**src/rtl/led_matrix_if.sv**
```systemverilog
// Host-side write/swap port and matrix drive bundle for led_matrix_scanner.
interface led_matrix_if #(
  parameter int unsigned COLS = 5,
  parameter int unsigned ROWS = 7,
  parameter int unsigned CW   = 3
) ();

  logic            wr_en;
  logic [CW-1:0]   wr_col;
  logic [ROWS-1:0] wr_data;
  logic            swap_req;
  logic            swap_ack;
  logic            frame_start;
  logic [COLS-1:0] mat_col;
  logic [ROWS-1:0] mat_row;

  // Host / bench side
  modport master (
    output wr_en, wr_col, wr_data, swap_req,
    input  swap_ack, frame_start, mat_col, mat_row
  );

  // Scanner side
  modport slave (
    input  wr_en, wr_col, wr_data, swap_req,
    output swap_ack, frame_start, mat_col, mat_row
  );

endinterface

```
**src/rtl/led_matrix_scanner.sv**
```systemverilog
// Double-buffered LED dot-matrix column scanner. The host fills the back bank;
// a requested swap is deferred to the frame boundary so a frame is never torn.
module led_matrix_scanner #(
  parameter int unsigned COLS  = 5,
  parameter int unsigned ROWS  = 7,
  parameter int unsigned CW    = 3,
  parameter int unsigned DIV   = 4,
  parameter int unsigned BLANK = 1
) (
  input  logic         clk,
  input  logic         rst,
  led_matrix_if.slave  bus
);

  localparam int unsigned CIW = (COLS > 1) ? $clog2(COLS) : 1;
  localparam int unsigned DW  = (DIV > 1) ? $clog2(DIV) : 1;

  logic [DW-1:0]   div_cnt;
  logic [CIW-1:0]  col_idx;
  logic            front;
  logic            pending;
  logic            ack_arm;
  logic [ROWS-1:0] mem [2][COLS];

  logic            slot_end_c;
  logic            frame_end_c;
  logic            frame_head_c;
  logic            do_swap_c;
  logic            blank_c;
  logic [COLS-1:0] strobe_c;
  logic [ROWS-1:0] row_c;

  assign slot_end_c   = (div_cnt == DW'(DIV - 1));
  assign frame_end_c  = slot_end_c && (col_idx == CIW'(COLS - 1));
  assign frame_head_c = (div_cnt == '0) && (col_idx == '0);
  // A request arriving on the boundary cycle itself still makes this frame's swap
  assign do_swap_c    = frame_end_c && (pending || bus.swap_req);

  // Leading blank cycles of each column slot; none when BLANK is zero
  generate
    if (BLANK == 0) begin : g_noblank
      assign blank_c = 1'b0;
    end else begin : g_blank
      assign blank_c = (div_cnt < DW'(BLANK));
    end
  endgenerate

  // Column strobe and row pattern for the current counter position
  always_comb begin
    strobe_c = '1;
    row_c    = '0;
    for (int c = 0; c < COLS; c++) begin
      if (col_idx == CIW'(c)) begin
        strobe_c[COLS-1-c] = 1'b0;
        row_c              = mem[front][c];
      end
    end
    if (blank_c) begin
      strobe_c = '1;
      row_c    = '0;
    end
  end

  // Slot divider and column index
  always_ff @(posedge clk or posedge rst) begin
    if (rst) begin
      div_cnt <= '0;
      col_idx <= '0;
    end else if (slot_end_c) begin
      div_cnt <= '0;
      col_idx <= (col_idx == CIW'(COLS - 1)) ? '0 : col_idx + CIW'(1);
    end else begin
      div_cnt <= div_cnt + DW'(1);
    end
  end

  // Sticky swap request, front pointer, and ack arming for the next frame head
  always_ff @(posedge clk or posedge rst) begin
    if (rst) begin
      front   <= 1'b0;
      pending <= 1'b0;
      ack_arm <= 1'b0;
    end else begin
      if (do_swap_c) begin
        front   <= ~front;
        pending <= 1'b0;
      end else if (bus.swap_req) begin
        pending <= 1'b1;
      end
      if (do_swap_c) begin
        ack_arm <= 1'b1;
      end else if (frame_head_c) begin
        ack_arm <= 1'b0;
      end
    end
  end

  // Back-bank writes; out-of-range columns match no entry and are dropped
  always_ff @(posedge clk or posedge rst) begin
    if (rst) begin
      for (int b = 0; b < 2; b++) begin
        for (int c = 0; c < COLS; c++) begin
          mem[b][c] <= '0;
        end
      end
    end else begin
      for (int c = 0; c < COLS; c++) begin
        if (bus.wr_en && (bus.wr_col == CW'(c))) begin
          mem[~front][c] <= bus.wr_data;
        end
      end
    end
  end

  // Registered matrix drive and frame/swap markers, one clock behind the counters
  always_ff @(posedge clk or posedge rst) begin
    if (rst) begin
      bus.mat_col     <= '1;
      bus.mat_row     <= '0;
      bus.frame_start <= 1'b0;
      bus.swap_ack    <= 1'b0;
    end else begin
      bus.mat_col     <= strobe_c;
      bus.mat_row     <= row_c;
      bus.frame_start <= frame_head_c;
      bus.swap_ack    <= frame_head_c && ack_arm;
    end
  end

endmodule

```
**src/flat_wrapper.sv**
```systemverilog
// flat-port wrapper written by rule: the top's interface ports become plain ports
module led_matrix_scanner_flat 
#(
  parameter int unsigned COLS  = 5,
  parameter int unsigned ROWS  = 7,
  parameter int unsigned CW    = 3,
  parameter int unsigned DIV   = 4,
  parameter int unsigned BLANK = 1
)
  (clk, rst, bus_wr_en, bus_wr_col, bus_wr_data, bus_swap_req, bus_swap_ack, bus_frame_start, bus_mat_col, bus_mat_row);
  led_matrix_if #(.COLS(COLS), .ROWS(ROWS), .CW(CW)) bus_i ();
  input  logic clk;
  input  logic rst;
  input wire logic [$bits(bus_i.wr_en)-1:0] bus_wr_en;
  input wire logic [$bits(bus_i.wr_col)-1:0] bus_wr_col;
  input wire logic [$bits(bus_i.wr_data)-1:0] bus_wr_data;
  input wire logic [$bits(bus_i.swap_req)-1:0] bus_swap_req;
  output wire logic [$bits(bus_i.swap_ack)-1:0] bus_swap_ack;
  output wire logic [$bits(bus_i.frame_start)-1:0] bus_frame_start;
  output wire logic [$bits(bus_i.mat_col)-1:0] bus_mat_col;
  output wire logic [$bits(bus_i.mat_row)-1:0] bus_mat_row;
  assign bus_i.wr_en = bus_wr_en;
  assign bus_i.wr_col = bus_wr_col;
  assign bus_i.wr_data = bus_wr_data;
  assign bus_i.swap_req = bus_swap_req;
  assign bus_swap_ack = bus_i.swap_ack;
  assign bus_frame_start = bus_i.frame_start;
  assign bus_mat_col = bus_i.mat_col;
  assign bus_mat_row = bus_i.mat_row;
  led_matrix_scanner #(.COLS(COLS), .ROWS(ROWS), .CW(CW), .DIV(DIV), .BLANK(BLANK)) u_core (.clk(clk), .rst(rst), .bus(bus_i));
endmodule
```
**config.mk**
```make
export PLATFORM = sky130hd
export DESIGN_NAME = led_matrix_scanner_flat
export DESIGN_NICKNAME = d
export VERILOG_FILES = /design/src/rtl/led_matrix_if.sv /design/src/rtl/led_matrix_scanner.sv /design/src/flat_wrapper.sv
export SDC_FILE = /design/constraint.sdc
export NUM_CORES = 1
export LEC_CHECK = 0
export CAP_MARGIN = 20
export CORE_MARGIN = 1
export CORE_UTILIZATION = 53
export DETAILED_ROUTE_END_ITERATION = 8
export PLACE_DENSITY = 0.86
export SLEW_MARGIN = 20
export SYNTH_ARGS = -nofsm -noshare
export SYNTH_HDL_FRONTEND = slang
export SYNTH_SLANG_ARGS = --single-unit
```
**constraint.sdc**
```tcl
create_clock -name clk -period 3.1 [get_ports clk]
set_clock_uncertainty 0.2 [all_clocks]
set_input_delay 0.62 -clock clk [delete_from_list [all_inputs] [get_ports clk]]
set_output_delay 0.62 -clock clk [all_outputs]
set_load 0.005 [all_outputs]
```
; Word-level counts from Yosys, hierarchy flattened
; Index checks and enable logic that the tools add are counted.
[word_totals]
in_bits = 14
elab_cells = 94
out_inout_bits = 14
ff_bits = 92
[classes]
n_reduce_logical = 16
n_eq_ne = 9
bitwise_logic = 3
mux = 41
magnitude_cmp = 4
add_sub_neg = 2
[op_table]
columns = op, count
row1 = $bwmux W70, 5
row2 = $mux W70, 5
row3 = $demux W35 S1, 5
row4 = $mux W35, 4
row5 = $mux W7, 7
row6 = $mux W28, 1
row7 = $mux W21, 1
row8 = $mux W14, 1
row9 = $eq A3 B2 Y1 const B, 4
row10 = $logic_and A1 B1 Y1, 10
row11 = $mux W1, 9
row12 = $eq A3 B1 Y1 const B, 2
row13 = $eq A3 B3 Y1 const B, 2
row14 = $logic_not A3 Y1, 2
row15 = $mux W5, 1
row16 = $ge A2 B2 Y1 const B, 2
row17 = $lt A2 B1 Y1 const B, 2
row18 = $not A1 Y2, 2
row19 = $reduce_bool A2 Y1, 2
row20 = $add A3 B1 Y3 const B, 1
row21 = $mux W3, 1
row22 = $add A2 B1 Y2 const B, 1
row23 = $eq A2 B2 Y1 const B, 1
row24 = $logic_not A2 Y1, 1
row25 = 3 further kinds, 3

; Longest topological paths before layout
; Gate-level depths: netlist of run 1.
[depth]
depth_word = 16
ltp_mapped = 7
depth_no_buf = 6

; Least setup slack after synthesis of run 1
; OpenSTA, ideal clock, no wires.
[synth_timing]
kind = input port to flip-flop
startpoint = input port bus_wr_col[1]
endpoint = register u_core.mem[0] (netlist bit)
n_path_buf = 1
stages = 5
setup_time_ns = 0.125
path_slack_ns = 1.094
t_required_ns = 2.775
t_arrival_ns = 1.681
path_cell_list = clkbuf_1 nor2_1 nand3_1 nor2_2 mux2_2
[synth_between]
elab_chain_cells = 11
word_cells_on_any_way = 19
cone_classes = eq/ne (4) / mux (9) / reduce/logical (6)
[synth_lines]
columns = item, line_no
row1 = start: declaration, flat_wrapper.sv:15  ; input wire logic [$bits(bus_i.wr_col)-1:0] bus_wr_col;
row2 = $logic_not A3 Y1, led_matrix_scanner.sv:108  ; if (bus.wr_en && (bus.wr_col == CW'(c))) begin
row3 = $logic_and A1 B1 Y1, led_matrix_scanner.sv:108
row4 = $mux W70, led_matrix_scanner.sv:108
row5 = $bwmux W70, led_matrix_scanner.sv:109  ; mem[~front][c] <= bus.wr_data;
row6 = $mux W70, led_matrix_scanner.sv:108
row7 = $bwmux W70, led_matrix_scanner.sv:109
row8 = $mux W70, led_matrix_scanner.sv:108
row9 = $bwmux W70, led_matrix_scanner.sv:109
row10 = $mux W70, led_matrix_scanner.sv:108
row11 = $bwmux W70, led_matrix_scanner.sv:109
row12 = $mux W70 (*), led_matrix_scanner.sv:108
row13 = end signal: indexed assignment, led_matrix_scanner.sv:109
row14 = end: declaration, led_matrix_scanner.sv:23  ; logic [ROWS-1:0] mem [2][COLS];
; Every way passes the cells marked *; elsewhere a longest branch is shown, timed or not.
; A chain may end at the register's enable or synchronous reset.

; Worst setup path in the final report of run 1
[layout_timing]
startpoint = register u_core.col_idx[2]
endpoint = register u_core.bus.mat_row[3]
[layout_between]
elab_chain_cells = 7
word_cells_on_any_way = 11
cone_classes = eq/ne (4) / mux (6) / reduce/logical (1)
[layout_lines]
columns = item, line_no
row1 = start: declaration, led_matrix_scanner.sv:19  ; logic [CIW-1:0] col_idx;
row2 = start signal: assignment, led_matrix_scanner.sv:71  ; col_idx <= (col_idx == CIW'(COLS - 1)) ? '0 : col_idx + CIW'(1);
row3 = $logic_not A3 Y1, led_matrix_scanner.sv:53  ; if (col_idx == CIW'(c)) begin
row4 = $mux W7 (4 in series), led_matrix_scanner.sv:53
row5 = $mux W7 (*), led_matrix_scanner.sv:53
row6 = $mux W7 (*), led_matrix_scanner.sv:58  ; if (blank_c) begin
row7 = named net u_core.row_c[3], led_matrix_scanner.sv:31  ; logic [ROWS-1:0] row_c;
row8 = end signal: assignment, led_matrix_scanner.sv:124  ; bus.mat_row <= row_c;
row9 = end: declaration, led_matrix_if.sv:26  ; output swap_ack, frame_start, mat_col, mat_row
; Mark *: on every way through the listed nets, which the timed path passes. The rest lies on a longest branch.

==> results of run 1 <==
[state kept, by name (all words and copies together) (netlist names)]
register / cells
u_core.ack_arm: 1
u_core.bus.frame_start: 1
u_core.bus.mat_col: 5
u_core.bus.mat_row: 7
u_core.bus.swap_ack: 1
u_core.col_idx: 3
u_core.div_cnt: 2
u_core.front: 1
u_core.mem: 70
u_core.pending: 1
[cell families (layout without fill, tap and decap cells)]
| group | Yosys count | count (layout) | synth area share [%] |
|---|---|---|---|
| AND/OR/NAND/NOR | 44 | 44 | 6.57 |
| XOR/XNOR | 1 | 1 | 0.207 |
| buffers and inverters | 26 | 54 | 2.81 |
| AO/OA/AOI/OAI | 37 | 37 | 5.42 |
| flip-flops | 92 | 92 | 54.6 |
| adder cells (fa/ha/maj) | 8 | 8 | 2.37 |
| multiplexers | 105 | 105 | 28.0 |
[synthesized netlist by cell type]
| cell | n |
|---|---|
| nor2b_1 | 2 |
| nand3b_2 | 1 |
| a21oi_1 | 16 |
| dfstp_2 | 5 |
| mux2_4 | 7 |
| buf_1 | 7 |
| inv_1 | 6 |
| a22oi_1 | 12 |
| nand2b_1 | 5 |
| nor3_1 | 1 |
| mux2i_1 | 20 |
| clkbuf_1 | 6 |
| nand3_1 | 1 |
| xnor2_1 | 1 |
| a31oi_1 | 2 |
| and3_1 | 1 |
| dfrtp_1 | 87 |
| a22o_1 | 1 |
| or3_1 | 1 |
| o21ai_0 | 2 |
| a21o_1 | 1 |
| a21boi_0 | 1 |
| nor3b_2 | 3 |
| buf_2 | 2 |
| nor3b_1 | 1 |
| nor2_2 | 2 |
| nand4_2 | 1 |
| ha_1 | 8 |
| mux2_2 | 78 |
| o22ai_1 | 2 |
| nand4_1 | 1 |
| and2_1 | 2 |
| nand2_1 | 11 |
| or2_2 | 1 |
| nand3b_1 | 3 |
| nor2_1 | 6 |
| nor3b_4 | 1 |
| buf_4 | 5 |
[worst reg2reg max path, delay by kind of cell (launching register included)]
| family | cells | cell delay (ns) |
|---|---|---|
| AO/OA/AOI/OAI | 3 | 0.96 |
| adder cells (fa/ha/maj) | 1 | 0.31 |
| buffers and inverters | 1 | 0.17 |
| flip-flops | 1 | 0.51 |
| AND/OR/NAND/NOR | 1 | 0.13 |
[layout make-up]
cell class,instances,area share (%)
Clock inverter,4,1.51
Clock buffer,12,3.02
Sequential cell,92,48.0
Multi-Input combinational cell,195,37.4
Tap cell,102,2.65
Timing Repair Buffer,32,6.91
Inverter,6,0.546
[stage by stage]
| stage | hold WS (ns) | setup WS [ns] | power, W | util [%] |
|---|---|---|---|---|
| after CTS | 0.261 | 0.728 | 0.00275 | 62.3 |
| after floorplan | 0.224 | 1.09 | 0.00176 | - |
| final | 0.256 | 0.719 | 0.00273 | 62.3 |
| after global placement | 0.236 | 0.376 | 0.00184 | 59.5 |
| after detailed placement | 0.246 | 0.360 | 0.00187 | 59.5 |
| after global routing | 0.299 | 0.638 | 0.00285 | 62.3 |
[metal layers]
metal  vias to the layer above  global-route usage, %  wire length [um]
met5                         -                      0                 0
met1                      1324                   29.2              3780
met3                        18                   4.10               189
li1                       1159                      -                 -
met2                        50                   36.3              4290
met4                         0                   11.1               234
[report_power, final]
group / switching (W) / total [W] / internal (W)
Combinational: 0.000144 / 0.000369 / 0.000225
Sequential: 0.0000953 / 0.00148 / 0.00138
Clock: 0.000409 / 0.000885 / 0.000476
Total: 0.000649 / 0.00273 / 0.00209
[how the worst min path moves through the flow]
stage	endpoint	depth (start not counted)	slack, ns
2_1_floorplan	u_core.div_cnt[0]	1	0.22
3_3_place_gp	u_core.div_cnt[0]	1	0.24
3_5_place_dp	u_core.div_cnt[0]	1	0.25
4_1_cts	u_core.div_cnt[0]	1	0.26
5_1_grt	u_core.div_cnt[0]	1	0.30
6_report	u_core.div_cnt[0]	1	0.26
==> impl_results.md, run 1 <==
- Syn Inst Count: 313
- CP cell instances: inv_1, ha_1, a21boi_0, a21oi_1, nand2_1, a21oi_1
- CTS max path bufs: 2
- # port buffers: 27
- Critical Path Stages: 6
- HP Start: u_core.div_cnt[0]
- Antenna violations before repair: 0
- CORE AREA: 0.00773 sq mm
- Final Wtd Congestion: 0.761
- Rel. slew slack: 42.9%
- Vias/cell: 5.76
- Final Cycle Share: 76.8%
- Fraction of layout cells with a size suffix above 1: 35.2%
- Post-Syn Area per Cell: 13.5 sq um
- Fmax: 0.420 GHz
- Commonest non-fill, non-tap cells in the layout: 86 x dfrtp_1, 78 x mux2_2, 27 x clkdlybuf4s50_1
- Leak: 2.05 nW
- H-tree Lvls: 3
- VDD IR max: 243 uV
- Die width: 91.3 um
- Setup crit end: u_core.bus.mat_row[3]
- Global route overflow: 0
- P&R area growth vs syn: 13.9%
- Pins Over Slew Limit: 0
- Clk Latency, worst-skew pair: 0.36 ns
- CTS tree: yes
- Min-delay worst type: reg2reg
- Per-cell routed wire length: 19.2 um
- Vias in the first global route: 2760
- Multi-input gate area: 0.00180 sq mm
- Worst Setup SP: u_core.col_idx[2]
- R2R depth: 6
- Yosys cell types: 38
- Synth Net Count: 335
- Slowest CP cell: a21boi_0
- Critical path type: reg2reg
- First-pass iteration count of the detailed router: 4
- Number of setup buffers added after CTS: 0
- RSZ-0062 raised after global routing: false
- Post-route ant nets: 0
- Final setup vio count: 0
- YS warnings: 0
- Worst setup EP type: flop
- Max-Cap Viols: 0
- Die area: 0.00834 sq mm
- N_diodes: 0
- First-pass GRT wire length: 14100 um
- DRC: 0
- CP top delay family: compound AO/OA/AOI/OAI gates
- Final TNS setup: 0 ns
- Crit path time final: 2.38 ns
- Worst r2r src: u_core.col_idx[2]
- R2r setup slk: 0.72 ns
- Initial Utilization: 54.7%
- Buf/Inv on CP: 1
- Die Span Y: 91.3 um
- Mapped cell area: 0.00423 sq mm
- Routed WL: 8490 um
- Most common cell after layout, fill and taps aside: dfrtp_1
- Post-synthesis sequential area ratio: 54.6%
- Final instance area: 0.00481 sq mm
- CP most frequent cell: a21oi_1
- Filler cells: 571
- CTS Sinks: 92
- Worst EP arrival: 2.43 ns
- Reg2reg end: u_core.bus.mat_row[3]
- Dpl cell area: 0.00460 sq mm
- Post-route non-filler standard cell count: 443
- Largest cells by area after synthesis: dfrtp_1 52%, mux2_2 21%, mux2i_1 4.7%
- Hold Buf Count CTS: 0
- Post-synth top area cell: dfrtp_1
- Total GRT Usage: 22.5%
- Clk root buf: clkbuf_8
- Initial DRC Count: 67
- Worst setup SP type: flop
- Max incr delay on CP: 0.72 ns
- #FFs+latches synth: 92
- NumNets Final: 358
- Worst-path maximum fanout: 11
- Largest net degree at the start of global routing: 38
- DP HPWL: 5680 um
- Reg clk slew, reported paths: 0.08 ns
- TritonCTS buffer count: 9
- Status: completed
- Seq. cell area: 0.00231 sq mm
- DR vias: 2551
- Post-CTS Resized: 0
- Row cnt: 32
- Fin. Hold Viols: 0
- Yosys top cell area share: 51.5%
- I/O pin count: 28
- Placed Cells: 427
- Power per Cell Area: 568 mW/mm^2
- Tightest Pin Transition: 0.848 ns
- Critical Path RT: 3.15 ns
(Power assumes the default switching activity.)
==> inputs of run 2 (changes only) <==
Settings changed: CORE_UTILIZATION 53 to 55, PLACE_DENSITY 0.86 to 0.85.
Clock period 3.1 ns to 2.3 ns, I/O delays scaled along.
==> impl_results.md, run 2 (synthesized netlist as in run 1, its figures left out) <==
- NumNets Final: 383 (+7.0%)
- R2r setup slk: 0.17 ns (-0.55 ns)
- Row cnt: 31 (-3.1%)
- Filler cells: 478 (-16%)
- Max-Cap Viols: 0 (unchanged)
- Antenna violations before repair: 0 (unchanged)
- Post-route ant nets: 0 (unchanged)
- Die width: 89.7 um (-1.8%)
- TritonCTS buffer count: 9 (unchanged)
- Worst setup SP type: flop
- Max reg flops: 70 (unchanged)
- Commonest non-fill, non-tap cells in the layout: 86 x dfrtp_1, 78 x mux2_2, 28 x buf_4
- CTS tree: yes
- Fraction of layout cells with a size suffix above 1: 40.4% (+5.2 points)
- Power per Cell Area: 745 mW/mm^2 (+31%)
- Fmax: 0.470 GHz (+12%)
- Crit path time final: 2.13 ns (-0.254 ns)
- N_diodes: 0 (unchanged)
- VDD IR max: 370 uV (+52%)
- I/O pin count: 28 (unchanged)
- Number of setup buffers added after CTS: 0 (unchanged)
- First-pass GRT wire length: 13900 um (-1.4%)
- CTS max path bufs: 2 (unchanged)
- DP HPWL: 6070 um (+6.8%)
- Tightest Pin Transition: 0.618 ns (-0.230 ns)
- P&R area growth vs syn: 18.8%
- Final worst setup slack: 0.173 ns (-0.546 ns)
- Worst setup EP type: flop
- First-pass iteration count of the detailed router: 5 (+1)
- Leak: 2.19 nW (+6.7%)
- Rel. slew slack: 58.7% (+16 points)
- H-tree Lvls: 3 (unchanged)
- Vias in the first global route: 2768 (+0.29%)
- Worst EP arrival: 2.16 ns (-0.27 ns)
- CORE AREA: 0.00733 sq mm (-5.1%)
- Register with the most flip-flops: u_core.mem
- Global route overflow: 0 (unchanged)
- Initial DRC Count: 103 (+54%)
- Final Cycle Share: 92.5% (+16 points)
- Critical Path RT: 2.33 ns (-0.82 ns)
- CTS Sinks: 92 (unchanged)
- Clk Latency, worst-skew pair: 0.37 ns (about the same)
- Largest registers: u_core.mem (70), u_core.bus.mat_row (7), u_core.bus.mat_col (5)
- Place WS: -0.0780 ns (-0.438 ns)
- Worst-path maximum fanout: 6 (-5)
- Die area: 0.00804 sq mm (-3.6%)
- Most common cell after layout, fill and taps aside: dfrtp_1
- # port buffers: 27 (unchanged)
- RSZ-0062 raised after global routing: false
- Status: completed
- Vias/cell: 5.72 (-0.66%)
- DR vias: 2660 (+4.3%)
- Total GRT Usage: 23.9% (+1.4 points)
- Clk root buf: clkbuf_8
- Final core occ: 68.5% (+6.2 points)
- Min-delay worst type: in2async
- DRC: 0 (unchanged)
- Largest net degree at the start of global routing: 37 (-2.6%)
- Initial Utilization: 57.7% (+3.0 points)
- Final setup vio count: 0 (unchanged)
- Die Span Y: 89.7 um (-1.8%)
- Fin. Hold Viols: 0 (unchanged)
- Critical path type: reg2reg
- Final Wtd Congestion: 0.846 (+11%)
- Per-cell routed wire length: 18.7 um (-2.6%)
- Reg clk slew, reported paths: 0.09 ns (about the same)
- Pins Over Slew Limit: 0 (unchanged)
- Routed WL: 8680 um (+2.3%)
## run 2: cell count changes in the layout (fill, tap and decap cells not counted), sizes merged
cell      before  now
clkinvlp       2    3
buf            5   30
clkbuf        12   11
## run 2: power by group
part           total (W)  switching [W]  internal [W]
Combinational   0.000501       0.000189      0.000312
Sequential       0.00200       0.000128       0.00187
Clock            0.00124       0.000570      0.000673
## run 2: area by class of cell
cell class / instances / area (sq um) / share of cell area, %
clock buffer: 11 / 151 / 3.02
clock inverter: 5 / 83.8 / 1.67
inverter: 6 / 26.3 / 0.523
multi-input combinational: 195 / 1800 / 35.9
sequential: 92 / 2310 / 46.0
tap: 99 / 124 / 2.47
timing repair buffer: 57 / 520 / 10.4
## run 2: per-stage QoR
| stage | instance area, sq um | total power, W | TNS, ns | hold slack [ns] | instances |
|---|---|---|---|---|---|
| final | 5020 | 0.00374 | 0 | 0.268 | 465 |
| after global routing | 5020 | 0.00389 | 0 | 0.302 | 465 |
| after CTS | 5010 | 0.00375 | 0 | 0.282 | 465 |
| after detailed placement | 4780 | 0.00253 | -0.929 | 0.270 | 449 |
| after global placement | 4780 | 0.00248 | -0.114 | 0.235 | 449 |
| after floorplan | 4230 | 0.00237 | 0 | 0.224 | 313 |
## run 2: worst paths after layout
check,cells past startpoint,endpoint,startpoint
worst max-delay path,6,u_core.bus.mat_row[6],u_core.col_idx[0]
worst min-delay path,2,u_core.mem[33],rst
max in group asynchronous,3,u_core.mem[47],rst
worst max register to register,6,u_core.bus.mat_row[6],u_core.col_idx[0]
min in group clk,1,u_core.div_cnt[0],u_core.div_cnt[0]
worst min register to register,1,u_core.div_cnt[0],u_core.div_cnt[0]
## run 2: critical path: stages (launching register included)
cell	delay, ns
dfrtp_1	0.41
ha_1	0.17
ha_1	0.31
a21boi_1	0.57
a21oi_1	0.15
nand2_1	0.14
a21oi_1	0.05
## run 2: metal layers
metal,track usage [%],share of wire (%),up-vias,wire [um]
met5,0,0,-,0
li1,-,-,1213,-
met2,39.1,49,52,4250
met1,30.7,45,1376,3900
met3,4.30,3.4,19,291
met4,11.7,2.7,0,234
## run 2: timing repair
action,in CTS,in global routing
gates cloned,0,0
hold buffers,0,0
setup endpoints to repair,2,1
endpoints found under the hold margin,0,0
gates resized for setup,1,1
==> inputs of run 3 (changes only) <==
Settings changed: CELL_PAD_IN_SITES_DETAIL_PLACEMENT set to 1, CELL_PAD_IN_SITES_GLOBAL_PLACEMENT set to 1, CORE_UTILIZATION 55 to 49, CTS_CLUSTER_DIAMETER set to 60, PLACE_DENSITY 0.85 to 0.9.
==> impl_results.md, run 3 (synthesized netlist as in run 1, its figures left out) <==
- Commonest non-fill, non-tap cells in the layout: 86 x dfrtp_1, 78 x mux2_2, 27 x clkdlybuf4s50_1
- Final setup vio count: 0 (unchanged)
- Largest registers: u_core.mem (70), u_core.bus.mat_row (7), u_core.bus.mat_col (5)
- Post-CTS Resized: 2 (+1)
- I/O pin count: 28 (unchanged)
- Pins Over Slew Limit: 0 (unchanged)
- Initial DRC Count: 119 (+16%)
- Status: completed
- Worst setup SP type: input pin
- Comb power frac: 14.6% (+1.2 points)
- Worst r2r src: u_core.col_idx[0]
- Dpl cell area: 0.00479 sq mm (+0.26%)
- Register with the most flip-flops: u_core.mem
- Global route overflow: 0 (unchanged)
- DP HPWL: 7820 um (+29%)
- Vias in the first global route: 3170 (+15%)
- Number of setup buffers added after CTS: 0 (unchanged)
- Worst Setup SP: bus_wr_col[2]
- Die area: 0.00900 sq mm (+12%)
- First-pass GRT wire length: 18300 um (+32%)
- Most common cell after layout, fill and taps aside: dfrtp_1
- Rel. slew slack: 57.8% (-0.92 points)
- Antenna violations before repair: 0 (unchanged)
- Tightest Pin Transition: 0.630 ns (+0.0116 ns)
- Final instance area: 0.00500 sq mm (-0.32%)
- Max-Cap Viols: 0 (unchanged)
- CTS Sinks: 92 (unchanged)
- Post-route non-filler standard cell count: 470 (+1.1%)
- Final Cycle Share: 91.9% (-0.55 points)
- Routed WL: 11700 um (+35%)
- Slowest CP cell: clkdlybuf4s50_1
- Worst setup EP type: flop
- Fin. Hold Viols: 0 (unchanged)
- Switch share: 26.7% (+3.0 points)
- Worst EP arrival: 2.17 ns (about the same)
- CORE AREA: 0.00830 sq mm (+13%)
- Power per Cell Area: 740 mW/mm^2 (-0.69%)
- Multi-input gate area: 0.00181 sq mm (+0.21%)
- Placed Cells: 454 (+1.1%)
- Worst-path maximum fanout: 7 (+1)
- Max reg flops: 70 (unchanged)
- CTS tree: yes
- # port buffers: 27 (unchanged)
- CTS max path bufs: 2 (unchanged)
- DRC: 0 (unchanged)
- Die Span Y: 94.9 um (+5.8%)
- Critical Path RT: 2.35 ns (+0.02 ns)
- Fmax: 0.473 GHz (+0.60%)
- H-tree Lvls: 3 (unchanged)
- Fraction of layout cells with a size suffix above 1: 40.3% (-0.16 points)
- Cell internal pwr: 0.00271 W (-4.9%)
- Total GRT Usage: 28.5% (+4.7 points)
- Final Wtd Congestion: 0.732 (-13%)
- P&R area growth vs syn: 18.4%
- Max incr delay on CP: 0.44 ns (-0.13 ns)
- Die width: 94.9 um (+5.8%)
- N_diodes: 0 (unchanged)
- Leak: 2.16 nW (-1.2%)
- RSZ-0062 raised after global routing: false
- Min-delay worst type: reg2reg
- DR vias: 2772 (+4.2%)
- Per-cell routed wire length: 24.8 um (+33%)
- Largest net degree at the start of global routing: 93 (+150%)
- Vias/cell: 5.90 (+3.1%)
- NetSw: 0.000988 W (+11%)
- Clock network fraction of design power: 30.8% (-2.4 points)
- TritonCTS buffer count: 9 (unchanged)
- Filler cells: 820 (+72%)
- Hold Buf Count CTS: 0 (unchanged)
- Initial Utilization: 50.9% (-6.7 points)
- Row cnt: 33 (+6.5%)
- Clk Latency, worst-skew pair: 0.38 ns (about the same)
- First-pass iteration count of the detailed router: 6 (+1)
- Critical path type: in2reg
- Post-route ant nets: 0 (unchanged)
- Crit path time final: 2.11 ns (-0.0127 ns)
- NumNets Final: 382 (-0.26%)
- VDD IR max: 276 uV (-25%)
- Seq. cell area: 0.00231 sq mm (unchanged)
- CP most frequent cell: buf_4
- HP Start: u_core.div_cnt[0]
- Final core occ: 60.3% (-8.2 points)
- Flop pwr share: 54.6% (+1.2 points)
- CP cell instances: clkdlybuf4s50_1, buf_4, nor3b_2, and3_1, buf_4, mux2_2
- Reg clk slew, reported paths: 0.10 ns (about the same)
- Clk root buf: clkbuf_8
## run 3: changes by cell type in the layout (fill, tap and decap cells not counted), sizes merged
cell      delta
buf          -1
bufinv       -1
clkinvlp     +1
## run 3: path summary, 6_finish.rpt
kind	slack [ns]	cells past startpoint	end
max in group asynchronous	1.10	3	u_core.mem[15]
setup / recovery	0.19	6	u_core.mem[7]
hold / removal	0.26	1	u_core.div_cnt[0]
setup reg to reg	0.31	4	u_core.bus.mat_row[3]
hold reg to reg	0.26	1	u_core.div_cnt[0]
min in group asynchronous	0.37	3	u_core.mem[27]
## run 3: final cells by class
cell class                 count  area share, %
sequential                    92           46.2
multi-input combinational    195           36.1
timing repair buffer          56           10.5
clock buffer                  11           2.83
tap                          105           2.63
clock inverter                 5           1.23
inverter                       6          0.525
## run 3: worst max-delay path: cells and delay by family
kind          cells  cell delay, ns
simple gates      2            0.55
buf+inv           3            0.78
mux               1            0.37
## run 3: stage by stage
| step | power (W) | setup WS, ns | hold slack (ns) | TNS (ns) |
|---|---|---|---|---|
| after floorplan | 0.00237 | 0.315 | 0.224 | 0 |
| after global placement | 0.00249 | -0.0119 | 0.240 | -0.116 |
| after detailed placement | 0.00257 | -0.166 | 0.252 | -3.73 |
| after CTS | 0.00371 | 0.143 | 0.266 | 0 |
| after global routing | 0.00384 | 0.155 | 0.288 | 0 |
| final | 0.00370 | 0.186 | 0.261 | 0 |
## run 3: power by group through the flow
stage | combinational (W) | clock, W | sequential, W
after floorplan | 0.000394 | 0 | 0.00198
after global placement | 0.000482 | 0 | 0.00201
after detailed placement | 0.000530 | 0 | 0.00204
after CTS | 0.000544 | 0.00115 | 0.00202
after global routing | 0.000589 | 0.00120 | 0.00205
final | 0.000540 | 0.00114 | 0.00202
## run 3: routing by layer
layer	part of all wire (%)	routed length (um)	global-route usage, %	vias up
met5	0	0	0	-
met4	3.7	428	14.3	0
li1	-	-	-	1205
met1	42	4850	33.6	1468
met3	2.6	298	5.88	34
met2	52	6100	49.3	65
